$ cat config.mk
export PLATFORM = sky130hd
export DESIGN_NAME = fifo_rd_stream_adapter_flat
export DESIGN_NICKNAME = d
export VERILOG_FILES = /design/src/rtl/fifo_rd_stream_adapter_if.sv /design/src/rtl/fifo_rd_stream_adapter.sv /design/src/flat_wrapper.sv
export SDC_FILE = /design/constraint.sdc
export NUM_CORES = 1
export LEC_CHECK = 0
export ABC_AREA = 1
export CORE_AREA = 2 2 39 41
export DETAILED_ROUTE_END_ITERATION = 8
export DIE_AREA = 0 0 41 43
export GPL_ROUTABILITY_DRIVEN = 0
export SLEW_MARGIN = 20
export SYNTH_ARGS = -nofsm -noshare
export SYNTH_HDL_FRONTEND = slang
export SYNTH_SLANG_ARGS = --single-unit
$ cat constraint.sdc
create_clock -name clk -period 1.6 [get_ports clk]
set_input_delay 0.24 -clock clk [delete_from_list [all_inputs] [get_ports clk]]
set_output_delay 0.24 -clock clk [all_outputs]
set_load 0.05 [all_outputs]
$ cat src/rtl/fifo_rd_stream_adapter_if.sv
// Valid/ready stream bundle carrying one payload of type T per accepted beat.
// The master drives valid/data and the slave drives ready.
interface fifo_rd_stream_adapter_if #(
  parameter type T = logic
);
  logic valid;
  logic ready;
  T     data;

  modport master (output valid, output data, input ready);
  modport slave  (input valid, input data, output ready);
endinterface

$ cat src/rtl/fifo_rd_stream_adapter.sv
// Drives a registered-output FIFO read port and re-times the returning words
// into a small circular buffer presented as a valid/ready stream.
module fifo_rd_stream_adapter #(
  parameter type T         = logic,
  parameter int  BUF_DEPTH = 3
) (
  input  logic                           clk,
  input  logic                           rst_n,
  input  logic                           flush,
  input  logic                           fifo_empty,
  output logic                           fifo_ren,
  input  T                               fifo_rdata,
  fifo_rd_stream_adapter_if.master       m,
  output logic [$clog2(BUF_DEPTH+1)-1:0] occupancy
);
  localparam int OCC_W = $clog2(BUF_DEPTH + 1);
  localparam int PTR_W = (BUF_DEPTH > 1) ? $clog2(BUF_DEPTH) : 1;

  if (BUF_DEPTH < 2) begin : g_bad_depth
    $fatal(1, "fifo_rd_stream_adapter: BUF_DEPTH must be >= 2");
  end

  logic [OCC_W-1:0] r_occ;
  logic             r_inflight;
  logic [PTR_W-1:0] r_head;
  logic [PTR_W-1:0] r_tail;
  T                 r_buf [BUF_DEPTH];

  logic [OCC_W:0]   w_used;
  logic             w_push;
  logic             w_pop;

  function automatic logic [PTR_W-1:0] next_ptr(input logic [PTR_W-1:0] p);
    return (p == PTR_W'(BUF_DEPTH - 1)) ? '0 : p + 1'b1;
  endfunction

  // A slot is reserved when the read is issued, so the word landing next
  // cycle always has room and m_ready never reaches fifo_ren.
  assign w_used   = {1'b0, r_occ} + (OCC_W + 1)'(r_inflight);
  assign fifo_ren = rst_n & ~flush & ~fifo_empty & (w_used < (OCC_W + 1)'(BUF_DEPTH));

  assign w_push    = r_inflight;
  assign w_pop     = m.valid & m.ready;
  assign m.valid   = (r_occ != '0);
  assign m.data    = r_buf[r_head];
  assign occupancy = r_occ;

  // NOTE: sequential state uses non-blocking assignments so every register
  // samples the pre-edge values of the others, independent of block order.
  always_ff @(posedge clk or negedge rst_n) begin
    if (!rst_n) begin
      r_occ      <= '0;
      r_inflight <= 1'b0;
      r_head     <= '0;
      r_tail     <= '0;
    end else if (flush) begin
      r_occ      <= '0;
      r_inflight <= 1'b0;
      r_head     <= '0;
      r_tail     <= '0;
    end else begin
      r_inflight <= fifo_ren;
      if (w_push) r_tail <= next_ptr(r_tail);
      if (w_pop)  r_head <= next_ptr(r_head);
      case ({w_push, w_pop})
        2'b10:   r_occ <= r_occ + OCC_W'(1);
        2'b01:   r_occ <= r_occ - OCC_W'(1);
        default: r_occ <= r_occ;
      endcase
    end
  end

  // NOTE: payload storage has no reset; m_data is only meaningful while
  // m_valid is high, and the control state above already guarantees that.
  always_ff @(posedge clk) begin
    if (w_push && !flush) r_buf[r_tail] <= fifo_rdata;
  end
endmodule

$ cat src/flat_wrapper.sv
// flat-port wrapper written by rule: the top's interface ports become plain ports
module fifo_rd_stream_adapter_flat 
#(
  parameter type T         = logic,
  parameter int  BUF_DEPTH = 3
)
  (clk, rst_n, flush, fifo_empty, fifo_ren, fifo_rdata, occupancy, m_valid, m_data, m_ready);
  fifo_rd_stream_adapter_if #(.T(T)) m_i ();
  input  logic clk;
  input  logic rst_n;
  input  logic flush;
  input  logic fifo_empty;
  output logic fifo_ren;
  input  T fifo_rdata;
  output logic [$clog2(BUF_DEPTH+1)-1:0] occupancy;
  output wire logic [$bits(m_i.valid)-1:0] m_valid;
  output wire logic [$bits(m_i.data)-1:0] m_data;
  input wire logic [$bits(m_i.ready)-1:0] m_ready;
  assign m_valid = m_i.valid;
  assign m_data = m_i.data;
  assign m_i.ready = m_ready;
  fifo_rd_stream_adapter #(.T(T), .BUF_DEPTH(BUF_DEPTH)) u_core (.clk(clk), .rst_n(rst_n), .flush(flush), .fifo_empty(fifo_empty), .fifo_ren(fifo_ren), .fifo_rdata(fifo_rdata), .m(m_i), .occupancy(occupancy));
endmodule
### Yosys cells after proc, flatten, opt, wreduce, memory -nomap -nowiden

Memories as Yosys holds them, arrays and structs flattened.
Cells that the tools add are included.

* $add $sub $neg: 5
* $mul: 0
* div/mod/pow operators: 0
* order comparisons: 1
* equal/unequal tests: 4
* shift operators: 0
* muxes and demuxes: 11
* bitwise gates (word level): 6
* reduce and logical (&&, ||, !) cells: 6

Operators with widths (number)
* 2-bit two-way mux: 7
* 2-bit by 1-bit adder with 2-bit output (second input constant): 3
* 2-bit == test (second input constant): 3
* 2-bit nonzero test: 3
* 1-bit bitwise AND: 4
* 2-bit one-hot mux with 2 select lines: 1
* 2-bit by 1-bit adder with 3-bit output: 1
* 3-bit by 2-bit less-than comparator with 1-bit output (second input constant): 1
* 1-bit two-way mux: 3
* 3-bit nonzero test: 1
* 2-bit by 1-bit == test with 1-bit output (second input constant): 1
* 1-bit inverter: 2
* 2-bit by 1-bit subtractor with 2-bit output (second input constant): 1
* 1-bit logical AND: 1
* 1-bit logical NOT: 1

* register bits after elaboration: 7
* latch bits: 0
* memory bits (writable): 3
* memory bits (read-only): 0
* logic and storage cells: 38
* memories: 1

Memory list
* u_core.r_buf: words 3, width 1, rd ports 1, clocked after memory_dff 0, write ports 1, line fifo_rd_stream_adapter.sv:27 `T r_buf [BUF_DEPTH];`

### Longest topological paths before layout

* depth in word-level cells: 5
* gate-level depth with buffers: 7
* gate-level depth less buffers: 7

### Worst setup path before layout

Ideal clock, no wire load.

* path type: register to output
* start point: register u_core.r_occ[0] (netlist: u_core.occupancy[0])
* end point: output port fifo_ren
* arrival time: 1.985 ns
* setup slack: -0.625 ns
* cell stages (with the launch flop): 6
* buffers on the path: 0
* cell sequence: dfrtp_1 > ha_1 > ha_1 > nor2_1 > nand3_1 > a21oi_1

* word-level cells in the longest chain between the ends: 3

Ends and longest elaborated chain
* from (decl): line fifo_rd_stream_adapter.sv:23 `logic [OCC_W-1:0] r_occ;`
* from (signal assigned): line fifo_rd_stream_adapter.sv:66 `2'b10: r_occ <= r_occ + OCC_W'(1);`
* from (signal assigned): line fifo_rd_stream_adapter.sv:67 `2'b01: r_occ <= r_occ - OCC_W'(1);`
* from (signal assigned): line fifo_rd_stream_adapter.sv:68 `default: r_occ <= r_occ;`
* 2-bit by 1-bit adder with 3-bit output: line fifo_rd_stream_adapter.sv:39 `assign w_used = {1'b0, r_occ} + (OCC_W + 1)'(r_inflight);`
* 3-bit by 2-bit less-than comparator with 1-bit output: line fifo_rd_stream_adapter.sv:40 `assign fifo_ren = rst_n & ~flush & ~fifo_empty & (w_used < (OCC_W + 1)'(BUF_DEPTH));`
* 1-bit bitwise AND: line fifo_rd_stream_adapter.sv:40
* to (decl): line flat_wrapper.sv:13 `output logic fifo_ren;`

Every way passes these cells.

### Worst setup path after layout

Same ends and word-level chain as after synthesis.

==> summary.txt <==
Placement
  • Dpl ws: 0.08409 ns
  • # port buffers: 10
  • Detailed placer's ending HPWL: 785.9 um

Synth
  • Yosys cell types: 16
  • Synth top cells by count: nand2_1, dfrtp_1, nor2_1
  • Predominant post-synthesis flop cell: dfrtp_1
  • Count leader, synth: nand2_1
  • Seq cells post-synth: 10
  • Post-synthesis sequential area ratio: 0.4988
  • Async SR Flop Fraction: 0.7000
  • Area leader, netlist: dfrtp_1
  • Largest cells by area after synthesis: dfrtp_1, edfxtp_1, nand2_1
  • Synth warn: 0
  • Synth top area share: 0.3294
  • Syn_nets: 69
  • Post-synth EDFFs: 3
  • Mean post-synth cell area: 8.717 sq um
  • Post-synthesis cell area: 531.8 sq um
  • Post-Syn Instances: 61

Floorplanning
  • # IOs: 11
  • Rows: 14
  • Die width: 41 um
  • Initial core utilization: 0.3843
  • Die height: 43 um
  • Core ar.: 1384 sq um
  • Die area: 1763 sq um

Global route
  • Aggregate global-route resource usage: 0.1347
  • Largest net degree at the start of global routing: 9
  • First-pass GRT wire length: 1552 um
  • GR Overflow Total: 0
  • Vias in the first global route: 390
  • Initial antenna violation count: 0

CTS
  • Hold_buf cts: 0
  • Clk slew on worst S/H paths: 0.07 ns
  • Maximum root-to-sink buffer count: 2
  • TritonCTS clock tree: done
  • Post-CTS Setup Bufs: 0
  • H-tree depth: 1
  • Num CTS Buffers: 3
  • CTS Root Cell: clkbuf_4
  • Latest clock arrival within the worst-skew pair: 0.27 ns
  • CTS Sinks: 10

Critical path
  • Worst EP arrival: 1.46 ns
  • Worst R2R Setup Slack: 0.43 ns
  • R2R depth: 8
  • Worst flop-to-flop path startpoint: u_core.occupancy[0]
  • CP endpoint kind: output port
  • Reg-to-reg endpoint: u_core.occupancy[0]
  • Crit Path Max Fanout: 2
  • Critical Path RT: 1.36 ns
  • Critical Path Start Type: register
  • Crit Path Class: register to output port

Drt
  • Drt wl/cell: 10.47 um
  • Post-DRT Antenna Nets: 0
  • DR pass1 iterations: 2
  • Drt drc: 0
  • Vias post-DR: 466
  • Vias per cell: 4.957
  • Initial DRC count: 5
  • Final WL: 984 um

Finish
  • Fraction of layout instances using a drive strength above 1: 0.3333
  • Fillcell total: 121
  • Ant diodes: 0
  • Layout Nets: 87
  • Syn-to-layout area delta: 46.12%

STA
  • Fin. Hold Viols: 0
  • Slew HR: 0.8455
  • Hold slack: 0.3035 ns
  • Worst-Margin Slew: 0.2310 ns
  • RSZ-0062 raised after global routing: yes
  • Pins Over Slew Limit: 0
  • Max Fclk: 0.5892 GHz
  • Fin crit share: 1.061
  • Final setup vio count: 1
  • Setup WS post-layout: -0.09717 ns
  • Clock Skew: 0.006623 ns
  • Tmin final: 1.697 ns

Run
  • Max_cap viols: 0

Status
  • Failing checks: negative setup slack
  • Status: finished with violations

Power and ir drop
  • Cell area power density: 845.4 nW/um^2
  • Leakage Power: 0.3443 nW
  • Maximum VDD drop: 0.4523 mV

Worst hold path
  • Hold crit path type: input port to async pin
==> worst max path at each step <==
stage,startpoint,endpoint,slack (ns),depth (start not counted)
2_1_floorplan,u_core.occupancy[0],fifo_ren,-0.06,5
4_1_cts,u_core.occupancy[0],fifo_ren,-0.15,6
6_report,u_core.occupancy[0],fifo_ren,-0.1,6
3_3_place_gp,flush,fifo_ren,0.09,5
5_1_grt,u_core.r_inflight,fifo_ren,-0.16,6
3_5_place_dp,flush,fifo_ren,0.08,5
==> state kept, by name (all words and copies together), names as in the netlist <==
signal and flops:
u_core.r_buf 3, u_core.occupancy 2, u_core.r_head 2, u_core.r_tail 2
u_core.r_inflight 1
==> what timing repair did <==
action / CTS / global route
setup endpoints to repair: 1 / 1
resized for setup: 4 / 1
pin swaps: 2 / 2
==> logic make-up (layout without fill, tap and decap cells) <==
| kind of cell | after synthesis | after routing | synth area share |
|---|---|---|---|
| flip-flops | 10 | 10 | 0.4988 |
| buffers and inverters | 8 | 25 | 0.05647 |
| AND/OR/NAND/NOR | 33 | 33 | 0.3176 |
| adder cells (fa/ha/maj) | 2 | 2 | 0.04705 |
| AO/OA/AOI/OAI | 8 | 8 | 0.08000 |
==> report_power, final <==
part           switching, mW  internal (mW)
logic                  0.111         0.0829
clock network         0.0894         0.0903
registers            0.00904          0.274
==> metrics by stage <==
stage	utilization	cell area [sq um]	cells	total power, mW	setup TNS, ns
finish	0.5615	777.0	94	0.6569	-0.09717
global route	0.5615	777.0	94	0.6934	-0.1571
floorplan	-	558.0	61	0.3995	-0.05930
detailed placement	0.5244	725.7	90	0.4796	0
global placement	0.5244	725.7	90	0.4776	0
CTS	0.5579	772.0	94	0.6650	-0.1466
==> per-layer routing <==
layer	routed length (um)	vias to the layer above	GRT usage
met5	0	-	0
met4	31	0	0.1000
met3	40	5	0.04712
met2	457	7	0.1719
met1	454	215	0.1797
li1	-	239	-
==> critical path, cell delays in order (launching register included) <==
cell,delay (ns)
dfrtp_2,0.42
ha_4,0.16
ha_4,0.15
nor2_4,0.07
nand3_2,0.09
a21oi_4,0.15
buf_12,0.15
==> area by class of cell <==
| class | count | area [sq um] | share of cell area |
|---|---|---|---|
| Clock buffer | 3 | 22.52 | 0.02899 |
| Clock inverter | 1 | 3.754 | 0.004831 |
| Inverter | 8 | 30.03 | 0.03865 |
| Multi-Input combinational cell | 43 | 285.3 | 0.3672 |
| Sequential cell | 10 | 267.8 | 0.3446 |
| Tap cell | 16 | 20.02 | 0.02576 |
| Timing Repair Buffer | 13 | 147.6 | 0.1900 |
==> placed cells by master, fill, tap and decap left out, types with 3 or more instances in the layout <==
cell type / synthesis / routed
dfrtp_1: 7 / 5
buf_4: 0 / 5
nor2_1: 7 / 6
nand2_4: 3 / 3
inv_2: 3 / 3
buf_12: 0 / 3
a21oi_1: 4 / 3
inv_1: 5 / 5
clkbuf_4: 0 / 3
clkdlybuf4s50_1: 0 / 5
nand3_1: 6 / 5
nand2_1: 12 / 12
edfxtp_1: 3 / 3
(Power assumes the default switching activity.)
